<file path="src/rtl/weight_bank_sequencer_pkg.sv">
// Shared types and helpers for the weight bank sequencer: FSM state
// encoding, command mode codes and MAC enable-mask builders.
package wbs_pkg;

  typedef enum logic [2:0] {
    IDLE,
    LOAD,
    LAYER,
    SWAP,
    DONE
  } state_t;

  localparam int MODE_W = 3;

  localparam logic [MODE_W-1:0] MODE_IDLE  = 3'd0;
  localparam logic [MODE_W-1:0] MODE_LOAD  = 3'd1;
  localparam logic [MODE_W-1:0] MODE_LAYER = 3'd2;

  // Widest MAC array the mask helpers can describe; callers truncate the
  // result to their own N_MACS with a size cast.
  localparam int MASK_W = 128;

  // Ones over the half-open MAC index range [lo, hi).
  function automatic logic [MASK_W-1:0] range_mask(input int lo, input int hi);
    logic [MASK_W-1:0] m;
    m = '0;
    for (int i = 0; i < MASK_W; i++) begin
      m[i] = (i >= lo) && (i < hi);
    end
    return m;
  endfunction

  // MACs owned by weight group g, each group being gsize MACs wide.
  function automatic logic [MASK_W-1:0] group_mask(input int g, input int gsize);
    return range_mask(g * gsize, (g + 1) * gsize);
  endfunction

  // MACs owned by half h (0 = low groups, 1 = high groups).
  function automatic logic [MASK_W-1:0] half_mask(input int h, input int n_groups,
                                                  input int gsize);
    int span;
    span = (n_groups / 2) * gsize;
    return range_mask(h * span, (h + 1) * span);
  endfunction

endpackage

</file>
<file path="src/rtl/weight_bank_sequencer_if.sv">
// Command, weight-stream handshake and MAC enable bundle for the weight
// bank sequencer. The master side issues commands and streams weights;
// the slave side is the sequencer itself.
interface weight_bank_sequencer_if
  import wbs_pkg::*;
#(
  parameter int N_MACS  = 8,
  parameter int LEN_W   = 16,
  parameter int LAYER_W = 8
) ();

  logic                start;
  logic [MODE_W-1:0]   mode;
  logic [LEN_W-1:0]    layer_len;
  logic [LAYER_W-1:0]  num_layers;
  logic                w_valid;
  logic                w_ready;
  logic [N_MACS-1:0]   weight_ctrl;
  logic [N_MACS-1:0]   compute_ctrl;
  logic                busy;
  logic                done;
  logic                err;
  logic                loaded;
  logic [15:0]         stall_cycles;

  modport master (
    output start, mode, layer_len, num_layers, w_valid,
    input  w_ready, weight_ctrl, compute_ctrl, busy, done, err, loaded,
           stall_cycles
  );

  modport slave (
    input  start, mode, layer_len, num_layers, w_valid,
    output w_ready, weight_ctrl, compute_ctrl, busy, done, err, loaded,
           stall_cycles
  );

endinterface

</file>
<file path="src/rtl/weight_bank_sequencer_group_loader.sv">
// Group/beat counter pair that walks a contiguous run of weight groups,
// DEPTH beats per group, under a valid/ready handshake. Used both for the
// full initial load and for the shadow-half load during layering.
module wbs_group_loader
  import wbs_pkg::*;
#(
  parameter  int N_GROUPS = 4,
  parameter  int DEPTH    = 16,
  localparam int GW       = (N_GROUPS > 1) ? $clog2(N_GROUPS) : 1,
  localparam int BW       = (DEPTH > 1) ? $clog2(DEPTH) : 1
) (
  input  logic          clk,
  input  logic          rst,
  input  logic          clear,
  input  logic          enable,
  input  logic          valid,
  input  logic [GW-1:0] first_group,
  input  logic [GW-1:0] last_offset,
  output logic          ready,
  output logic [GW-1:0] group,
  output logic          last_beat,
  output logic          complete
);

  localparam logic [BW-1:0] BEAT_LAST = BW'(DEPTH - 1);

  logic [GW-1:0] group_off;
  logic [BW-1:0] beat;
  logic          done_q;
  logic          xfer;

  assign ready     = enable && !done_q;
  assign xfer      = valid && ready;
  assign group     = first_group + group_off;
  assign complete  = done_q;
  assign last_beat = xfer && (beat == BEAT_LAST) && (group_off == last_offset);

  // Advance the beat on each transfer; wrap into the next group, and latch
  // completion after the final beat of the final group.
  always_ff @(posedge clk) begin
    if (rst || clear) begin
      group_off <= '0;
      beat      <= '0;
      done_q    <= 1'b0;
    end else if (xfer) begin
      if (beat == BEAT_LAST) begin
        beat <= '0;
        if (group_off == last_offset) begin
          done_q <= 1'b1;
        end else begin
          group_off <= group_off + GW'(1);
        end
      end else begin
        beat <= beat + BW'(1);
      end
    end
  end

endmodule

</file>
<file path="src/rtl/weight_bank_sequencer.sv">
// Weight bank sequencer: full group-by-group weight load, then
// double-buffered multi-layer operation where one half of the groups
// computes while the other half loads the next layer's weights.
// Optional build macro WBS_STALL_CNT_EN enables the layer-stall counter;
// without it stall_cycles is tied to zero.
module weight_bank_sequencer
  import wbs_pkg::*;
#(
  parameter int N_MACS   = 8,
  parameter int N_GROUPS = 4,
  parameter int DEPTH    = 16,
  parameter int LEN_W    = 16,
  parameter int LAYER_W  = 8
) (
  input logic                    clk,
  input logic                    rst,
  weight_bank_sequencer_if.slave bus
);

  localparam int G    = N_MACS / N_GROUPS;
  localparam int HALF = N_GROUPS / 2;
  localparam int GW   = (N_GROUPS > 1) ? $clog2(N_GROUPS) : 1;

  state_t             state;
  state_t             state_next;
  logic               active_half;
  logic               loaded_q;
  logic               err_q;
  logic               comp_done;
  logic [LAYER_W-1:0] layers_left;
  logic [LEN_W-1:0]   len_m1;
  logic [LEN_W-1:0]   comp_cnt;

  logic [GW-1:0]      first_group;
  logic [GW-1:0]      last_offset;
  logic [GW-1:0]      cur_group;
  logic               ld_enable;
  logic               ld_clear;
  logic               ld_ready;
  logic               ld_last_beat;
  logic               ld_complete;

  logic               abort;
  logic               last_layer;
  logic               comp_last;
  logic               layer_finish;
  logic               accept_load;
  logic               accept_layer;

  assign abort        = (state != IDLE) && (bus.mode == MODE_IDLE);
  assign last_layer   = (layers_left == LAYER_W'(1));
  assign comp_last    = !comp_done && (comp_cnt == len_m1);
  assign layer_finish = (comp_done || comp_last) &&
                        (last_layer || ld_complete || ld_last_beat);
  assign accept_load  = (state == IDLE) && bus.start && (bus.mode == MODE_LOAD);
  assign accept_layer = (state == IDLE) && bus.start && (bus.mode == MODE_LAYER) &&
                        loaded_q && (bus.num_layers != '0);

  // Point the shared loader at all groups during LOAD, or at the shadow
  // half during a non-final layer; it is held cleared in every other state.
  always_comb begin
    ld_enable   = 1'b0;
    ld_clear    = 1'b1;
    first_group = '0;
    last_offset = GW'(N_GROUPS - 1);
    if (state == LOAD) begin
      ld_enable = 1'b1;
      ld_clear  = 1'b0;
    end else if (state == LAYER) begin
      ld_enable   = !last_layer;
      ld_clear    = 1'b0;
      first_group = active_half ? '0 : GW'(HALF);
      last_offset = GW'(HALF - 1);
    end
  end

  wbs_group_loader #(
    .N_GROUPS (N_GROUPS),
    .DEPTH    (DEPTH)
  ) u_loader (
    .clk         (clk),
    .rst         (rst),
    .clear       (ld_clear),
    .enable      (ld_enable),
    .valid       (bus.w_valid),
    .first_group (first_group),
    .last_offset (last_offset),
    .ready       (ld_ready),
    .group       (cur_group),
    .last_beat   (ld_last_beat),
    .complete    (ld_complete)
  );

  // State register.
  always_ff @(posedge clk) begin
    if (rst) begin
      state <= IDLE;
    end else begin
      state <= state_next;
    end
  end

  // Next-state decode; an abort always wins over a completion in the same cycle.
  always_comb begin
    state_next = state;
    case (state)
      IDLE: begin
        if (accept_load) begin
          state_next = LOAD;
        end else if (accept_layer) begin
          state_next = LAYER;
        end
      end
      LOAD: begin
        if (abort) begin
          state_next = IDLE;
        end else if (ld_last_beat) begin
          state_next = DONE;
        end
      end
      LAYER: begin
        if (abort) begin
          state_next = IDLE;
        end else if (layer_finish) begin
          state_next = last_layer ? DONE : SWAP;
        end
      end
      SWAP: begin
        state_next = abort ? IDLE : LAYER;
      end
      DONE: begin
        state_next = IDLE;
      end
      default: begin
        state_next = IDLE;
      end
    endcase
  end

  // Command capture, compute counter, half swapping and the loaded flag.
  // A fresh full load restarts layering from the low half.
  always_ff @(posedge clk) begin
    if (rst) begin
      active_half <= 1'b0;
      loaded_q    <= 1'b0;
      err_q       <= 1'b0;
      comp_done   <= 1'b0;
      layers_left <= '0;
      len_m1      <= '0;
      comp_cnt    <= '0;
    end else begin
      err_q <= 1'b0;
      case (state)
        IDLE: begin
          if (accept_load) begin
            loaded_q    <= 1'b0;
            active_half <= 1'b0;
          end else if (accept_layer) begin
            layers_left <= bus.num_layers;
            len_m1      <= (bus.layer_len == '0) ? '0 : bus.layer_len - LEN_W'(1);
            comp_cnt    <= '0;
            comp_done   <= 1'b0;
          end else if (bus.start) begin
            err_q <= 1'b1;
          end
        end
        LOAD: begin
          if (ld_last_beat) begin
            loaded_q <= 1'b1;
          end
        end
        LAYER: begin
          if (comp_last) begin
            comp_done <= 1'b1;
          end else if (!comp_done) begin
            comp_cnt <= comp_cnt + LEN_W'(1);
          end
          if (layer_finish && last_layer) begin
            loaded_q <= 1'b0;
          end
        end
        SWAP: begin
          active_half <= ~active_half;
          layers_left <= layers_left - LAYER_W'(1);
          comp_cnt    <= '0;
          comp_done   <= 1'b0;
        end
        default: begin
        end
      endcase
      if (abort) begin
        loaded_q <= 1'b0;
      end
    end
  end

  // Moore output decode of the MAC enable masks.
  always_comb begin
    bus.weight_ctrl  = '0;
    bus.compute_ctrl = '0;
    if (ld_ready) begin
      bus.weight_ctrl = N_MACS'(group_mask(int'(cur_group), G));
    end
    if ((state == LAYER) && !comp_done) begin
      bus.compute_ctrl = N_MACS'(half_mask(int'(active_half), N_GROUPS, G));
    end
  end

  assign bus.w_ready = ld_ready;
  assign bus.busy    = (state != IDLE);
  assign bus.done    = (state == DONE);
  assign bus.err     = err_q;
  assign bus.loaded  = loaded_q;

`ifdef WBS_STALL_CNT_EN
  logic [15:0] stall_cnt;

  // Count LAYER cycles spent waiting on the shadow load after compute ends.
  always_ff @(posedge clk) begin
    if (rst) begin
      stall_cnt <= '0;
    end else if (accept_load || accept_layer) begin
      stall_cnt <= '0;
    end else if ((state == LAYER) && comp_done && !last_layer && !ld_complete &&
                 (stall_cnt != 16'hFFFF)) begin
      stall_cnt <= stall_cnt + 16'd1;
    end
  end

  assign bus.stall_cycles = stall_cnt;
`else
  assign bus.stall_cycles = '0;
`endif

endmodule

</file>
<file path="src/flat_wrapper.sv">
// flat-port wrapper written by rule: the top's interface ports become plain ports
module weight_bank_sequencer_flat import wbs_pkg::*;
#(
  parameter int N_MACS   = 8,
  parameter int N_GROUPS = 4,
  parameter int DEPTH    = 16,
  parameter int LEN_W    = 16,
  parameter int LAYER_W  = 8
)
  (clk, rst, bus_start, bus_mode, bus_layer_len, bus_num_layers, bus_w_valid, bus_w_ready, bus_weight_ctrl, bus_compute_ctrl, bus_busy, bus_done, bus_err, bus_loaded, bus_stall_cycles);
  weight_bank_sequencer_if #(.N_MACS(N_MACS), .LEN_W(LEN_W), .LAYER_W(LAYER_W)) bus_i ();
  input logic clk;
  input logic rst;
  input wire logic [$bits(bus_i.start)-1:0] bus_start;
  input wire logic [$bits(bus_i.mode)-1:0] bus_mode;
  input wire logic [$bits(bus_i.layer_len)-1:0] bus_layer_len;
  input wire logic [$bits(bus_i.num_layers)-1:0] bus_num_layers;
  input wire logic [$bits(bus_i.w_valid)-1:0] bus_w_valid;
  output wire logic [$bits(bus_i.w_ready)-1:0] bus_w_ready;
  output wire logic [$bits(bus_i.weight_ctrl)-1:0] bus_weight_ctrl;
  output wire logic [$bits(bus_i.compute_ctrl)-1:0] bus_compute_ctrl;
  output wire logic [$bits(bus_i.busy)-1:0] bus_busy;
  output wire logic [$bits(bus_i.done)-1:0] bus_done;
  output wire logic [$bits(bus_i.err)-1:0] bus_err;
  output wire logic [$bits(bus_i.loaded)-1:0] bus_loaded;
  output wire logic [$bits(bus_i.stall_cycles)-1:0] bus_stall_cycles;
  assign bus_i.start = bus_start;
  assign bus_i.mode = bus_mode;
  assign bus_i.layer_len = bus_layer_len;
  assign bus_i.num_layers = bus_num_layers;
  assign bus_i.w_valid = bus_w_valid;
  assign bus_w_ready = bus_i.w_ready;
  assign bus_weight_ctrl = bus_i.weight_ctrl;
  assign bus_compute_ctrl = bus_i.compute_ctrl;
  assign bus_busy = bus_i.busy;
  assign bus_done = bus_i.done;
  assign bus_err = bus_i.err;
  assign bus_loaded = bus_i.loaded;
  assign bus_stall_cycles = bus_i.stall_cycles;
  weight_bank_sequencer #(.N_MACS(N_MACS), .N_GROUPS(N_GROUPS), .DEPTH(DEPTH), .LEN_W(LEN_W), .LAYER_W(LAYER_W)) u_core (.clk(clk), .rst(rst), .bus(bus_i));
endmodule
</file>
<file path="config.mk">
export PLATFORM = sky130hd
export DESIGN_NAME = weight_bank_sequencer_flat
export DESIGN_NICKNAME = d
export VERILOG_FILES = /design/src/rtl/weight_bank_sequencer_pkg.sv /design/src/rtl/weight_bank_sequencer_if.sv /design/src/rtl/weight_bank_sequencer_group_loader.sv /design/src/rtl/weight_bank_sequencer.sv /design/src/flat_wrapper.sv
export SDC_FILE = /design/constraint.sdc
export NUM_CORES = 1
export LEC_CHECK = 0
export BUFFER_PORTS_ARGS = -buffer_cell sky130_fd_sc_hd__buf_2
export CAP_MARGIN = 20
export CORE_MARGIN = 2
export CORE_UTILIZATION = 35
export DETAILED_ROUTE_END_ITERATION = 6
export GPL_TIMING_DRIVEN = 0
export HOLD_SLACK_MARGIN = 0.15
export PLACE_DENSITY_LB_ADDON = 0.2
export SLEW_MARGIN = 20
export SYNTH_ARGS = -nofsm -noshare
export SYNTH_HDL_FRONTEND = slang
export SYNTH_HIERARCHICAL = 1
export SYNTH_SLANG_ARGS = --single-unit
</file>
<file path="constraint.sdc">
create_clock -name clk -period 6.6 [get_ports clk]
set_clock_uncertainty 0.1 [all_clocks]
set_input_delay 1.32 -clock clk [delete_from_list [all_inputs] [get_ports clk]]
set_output_delay 1.32 -clock clk [all_outputs]
set_load 0.01 [all_outputs]
</file>
; ---- Word level (Yosys, flattened, before mapping)
; Cells that the tools add are included.
; Widths: inputs -> output; s select.
[totals]
input_bits = 31
ff_bits = 54
wordCells = 172
[classes]
mux = 40
add_sub_neg = 8
eq_ne = 21
n_bitwise = 4
reduce_logical = 56
magnitude_cmp = 32
[op_table]
columns = cell, count
row1 = $lt 4x32->1 const A, 8
row2 = $lt 3x32->1 const A, 4
row3 = $mux 16, 5
row4 = $lt 1x32->1 const A, 2
row5 = $lt 2x32->1 const A, 2
row6 = $pmux 16 s3, 1
row7 = $mux 8, 4
row8 = $logic_and 1x1->1, 30
row9 = $ge 3x3->1 const A, 8
row10 = $mux 3, 7
row11 = $add 16x1->16 const B, 1
row12 = $eq 16x16->1, 1
row13 = $logic_not 16->1, 1
row14 = $pmux 8 s2, 1
row15 = $sub 16x1->16 const B, 1
row16 = $reduce_and 3->1, 5
row17 = $ge 1x3->1 const A, 4
row18 = $ge 2x3->1 const A, 4
row19 = $mux 2, 6
row20 = $pmux 3 s4, 1
row21 = $mux 1, 11
row22 = $eq 3x2->1 const B, 3
row23 = $ne 3x1->1 const B, 3
row24 = $reduce_bool 3->1, 3
row25 = 27 further kinds, 45

; ---- Logic depth before layout (Yosys ltp)
[depth]
ltp_word = 13
mapped_depth = 10
depth_no_buf = 10

; ---- Cells and area by module
; Netlist, hierarchy kept.
[modules_own_cells]
columns = module, area_each_um2, n_inst, cells_per_inst
row1 = weight_bank_sequencer, 3146.8, 1, 391
row2 = wbs_group_loader, 399.1, 1, 42

; ---- Worst setup path before layout
; Ideal clock, no wire load.
[synth_timing]
path_type = reg2out
startpoint = register u_core.state[0]
endpoint = output port bus_weight_ctrl[1]
path_stages_with_launch = 10
t_required_ns = 5.180
arrival_time_ns = 1.864
path_slack_ns = 3.316
path_buffers = 2
cell_sequence = dfxtp_1 buf_2 nand2b_1 nor2_1 inv_1 nor2_1 xnor2_1 xnor2_1 nor3b_1 buf_4
[synth_via]
elab_chain_len = 8
[synth_rtl]
columns = element, line
row1 = start: declaration, weight_bank_sequencer.sv:24  ; state_t state;
row2 = start signal: assignment, weight_bank_sequencer.sv:99  ; state <= state_next;
row3 = $eq 3x2->1, weight_bank_sequencer.sv:69  ; end else if (state == LAYER) begin
row4 = $mux 2, weight_bank_sequencer.sv:69
row5 = $mux 2 *, weight_bank_sequencer.sv:66  ; if (state == LOAD) begin
row6 = via u_core.first_group[1], weight_bank_sequencer.sv:34  ; logic [GW-1:0] first_group;
row7 = $add 2x2->2 *, weight_bank_sequencer_group_loader.sv:34  ; assign group = first_group + group_off;
row8 = via u_core.cur_group[1], weight_bank_sequencer.sv:36  ; logic [GW-1:0] cur_group;
row9 = $add 2x1->3, weight_bank_sequencer_pkg.sv:35  ; return range_mask(g * gsize, (g + 1) * gsize);
row10 = $lt 2x32->1, weight_bank_sequencer_pkg.sv:28  ; m[i] = (i >= lo) && (i < hi);
row11 = $logic_and 1x1->1 *, weight_bank_sequencer_pkg.sv:28
row12 = $mux 8 *, weight_bank_sequencer.sv:201  ; if (ld_ready) begin
row13 = end: declaration, flat_wrapper.sv:20  ; output wire logic [$bits(bus_i.weight_ctrl)-1:0] bus_weight_ctrl;
; The timed path passes the listed nets; every way through them passes the cells marked *.

; ---- Worst setup path after layout
[layout_timing]
startpoint = register u_core.layers_left[4]
endpoint = output port bus_weight_ctrl[5]
[layout_via]
elab_chain_len = 6
[layout_rtl]
columns = element, line
row1 = start: declaration, weight_bank_sequencer.sv:30  ; logic [LAYER_W-1:0] layers_left;
row2 = start signal: assignment, weight_bank_sequencer.sv:159  ; layers_left <= bus.num_layers;
row3 = start signal: assignment, weight_bank_sequencer.sv:184  ; layers_left <= layers_left - LAYER_W'(1);
row4 = $eq 8x1->1, weight_bank_sequencer.sv:51  ; assign last_layer = (layers_left == LAYER_W'(1));
row5 = $logic_not 1->1, weight_bank_sequencer.sv:70  ; ld_enable = !last_layer;
row6 = $mux 1, weight_bank_sequencer.sv:69
row7 = $mux 1, weight_bank_sequencer.sv:66
row8 = via u_core.ld_enable, weight_bank_sequencer.sv:37  ; logic ld_enable;
row9 = $logic_and 1x1->1, weight_bank_sequencer_group_loader.sv:32  ; assign ready = enable && !done_q;
row10 = $mux 8, weight_bank_sequencer.sv:201
; The timed path passes the listed nets, and every way through them passes these cells.

==> metrics.yaml <==
drive_gt1_frac: 0.195
tns_ns: 0
critPathMaxFanout: 5
drc: 0
io_buffers: 51
finalCritPeriodShare: 0.591
cp_slowest_cell: "nor4_1"
nets: 546
wl_per_cell_um: 13.4
clockBufferDepth: 2
postCtsSetupRepairBufs: 0
rows: 36
sw_frac_of_total: 0.364
slew_violations: 0
ys_seq_area_frac: 0.305
outcome: "completed"
synth_flop_cell: "dfxtp_1"
critical_path.top_delay_family: "simple AND/OR/NAND/NOR gates"
peakVddDrop_v: 0.000130
yosys-top-cells-area: "dfxtp_1 30%, xnor2_1 7.2%, buf_4 5.7%"
path_class: "flip-flop to output port"
wl_met2_mm: 3.94
clockRootBuffer: "clkbuf_8"
drv_cap: 0
area_delta_synth_final_pct: 15.8
grt_pass1_wl_mm: 14.2
dr.pass1.iters: 4
highest_layer: "met4"
async_flop_share: 0
post_synth.cell_area_avg_um2: 8.19
htreeDepth: 2
p_int_mw: 0.548
fin_crit_ns: 3.90
worst_pin_slew_ns: 1.02
maxSlewHeadroom: 0.313
finalSetupViolCount: 0
synth.distinct_cells: 63
crit_path_start_kind: "flip-flop"
wl_met3_um: 312
critPathArrivalTime_ns: 2.48
gp_congestion: 0.855
synth-seq-cells: 54
grtUsageTotal: 0.154
first_iter_violations: 158
synth_top_area_frac: 0.305
clkTransAtPathRegs_ns: 0.09
synth_cells: 433
grt_pass1_vias: 2984
postRouteWirelength_mm: 8.59
power.clock.fraction: 0.203
synth-edff-count: 0
crit_path_max_incr_delay_ns: 0.65
p_sw_mw: 0.314
fp.dieW_um: 105
grt.overflow.total: 0
wl_met1_mm: 4.27
dpl.hpwl_mm: 6.73
critical_path.cell_chain: "nor4_1 > nand3_1 > a21o_1 > and2b_1 > and3b_1 > buf_4 > buf_2"
cts-buffers-inserted: 5
grt_max_degree: 15
diodes: 0
finish.utilization: 0.418
p_per_area_mw_per_mm2: 210
die_area_mm2: 0.0110
vias: 3398
worstSetupEndpointType: "output port"
core-area_mm2: 0.00982
hold_buffers: 0
cts_resized: 0
netlist_area_mm2: 0.00355
hold_class: "flip-flop to flip-flop"
fmax_mhz: 257
cts.sink_count: 54
yosys.area.top_type: "dfxtp_1"
initial_core_util: 0.361
comb_power_share: 0.391
hold_violations: 0
via_per_inst: 5.30
dieHeight_um: 105
insertion_delay_ns: 0.30
final_antenna_net_count: 0
tritoncts: "built"
p_leak_nw: 1.52
antenna_found_initial: 0
p_seq_frac: 0.406
critPathRequiredTime_ns: 5.18
cp.buffers_inverters: 2
rsz0062_at_grt: "false"
ios: 68
ys_warn_count: 6
## registers in the layout, indices dropped and copies added (netlist names)
name,flops
u_core/u_loader/complete,1
u_core/u_loader/beat,4
u_core/comp_done,1
u_core/state,3
u_core/active_half,1
u_core/bus.loaded,1
u_core/u_loader/group_off,2
u_core/layers_left,8
u_core/comp_cnt,16
u_core/bus.err,1
u_core/len_m1,16
## layout by cell type (no fill, tap or decap), drive strengths merged, types with 11 or more instances in the layout
cell type  count
nor4          11
o21ai         11
xnor2         29
dfxtp         54
o31ai         14
a22oi         12
or4           14
nand4         13
nor2          48
conb          19
nand2         22
a21oi         25
buf           82
clkbuf        21
nor3          16
## Yosys cell counts, drive strengths merged (4+ instances only)
cell type and count:
or4 14, a21oi 25, a2111oi 5, nand3 9
nor4 11, inv 8, nand2b 4, o21ai 11
nor2 48, buf 31, or3 5, nor3b 5
mux2i 5, xnor2 29, nand4b 5, nand4 13
nand2 22, a211oi 10, nor3 16, dfxtp 54
xor2 5, a22oi 12, o31ai 14, ha 7
clkbuf 14
## worst reg2reg max path: cells and delay by family (launching register included)
family           cells  cell delay (ns)
AND/OR/NAND/NOR      4             1.43
AO/OA/AOI/OAI        4             0.96
flip-flops           1             0.35
multiplexers         1             0.27
## metal layers
metal,GRT usage,vias to the layer above
met5,0,-
met4,0.0324,0
met3,0.0193,5
met2,0.264,81
met1,0.208,1592
li1,-,1720
## area by class of cell
type	instances	area (um2)
Fill cell	1040	5710
Multi-Input combinational cell	343	2220
Sequential cell	54	1080
Buffer	45	282
Timing Repair Buffer	51	255
Tap cell	133	166
Clock buffer	7	76.3
Inverter	8	30.0
## power groups by stage
stage | Combinational (mW) | Sequential [mW] | Clock, mW
after floorplan | 0.239 | 0.356 | 0
after global placement | 0.330 | 0.357 | 0
after detailed placement | 0.335 | 0.357 | 0
after CTS | 0.336 | 0.350 | 0.184
after global routing | 0.376 | 0.353 | 0.195
final | 0.337 | 0.350 | 0.175
## through the flow
| step | worst slack (ns) | hold WS [ns] | area, um2 | power, mW | std cells |
|---|---|---|---|---|---|
| global placement | 3.00 | 0.355 | 4030 | 0.687 | 634 |
| CTS | 2.71 | 0.377 | 4110 | 0.870 | 641 |
| global route | 2.47 | 0.398 | 4110 | 0.924 | 641 |
| detailed placement | 3.01 | 0.364 | 4030 | 0.692 | 634 |
| finish | 2.70 | 0.368 | 4110 | 0.862 | 641 |
| floorplan | 3.32 | 0.345 | 3610 | 0.595 | 450 |
## worst paths after layout
kind                         start            endpoint  slack [ns]  depth (start not counted)
max          u_core/layers_left[4]  bus_weight_ctrl[5]        2.70                          7
min               u_core/len_m1[1]    u_core/len_m1[1]        0.37                          2
max reg2reg  u_core/layers_left[4]     u_core/state[1]        3.37                          9
min reg2reg       u_core/len_m1[1]    u_core/len_m1[1]        0.37                          2
## kinds of logic (layout without fill, tap and decap cells)
| family | Yosys count | in the layout | synth area share |
|---|---|---|---|
| other | 2 | 19 | 0.00212 |
| adders and majority gates | 7 | 7 | 0.0247 |
| and+or+nand+nor | 177 | 177 | 0.280 |
| muxes | 6 | 6 | 0.0173 |
| buffers and inverters | 53 | 111 | 0.0879 |
| AOI/OAI and AO/OA | 100 | 100 | 0.199 |
| DFF | 54 | 54 | 0.305 |
| xor gates and xnor gates | 34 | 34 | 0.0840 |
Note: power is estimated with default switching activity, not from simulation.
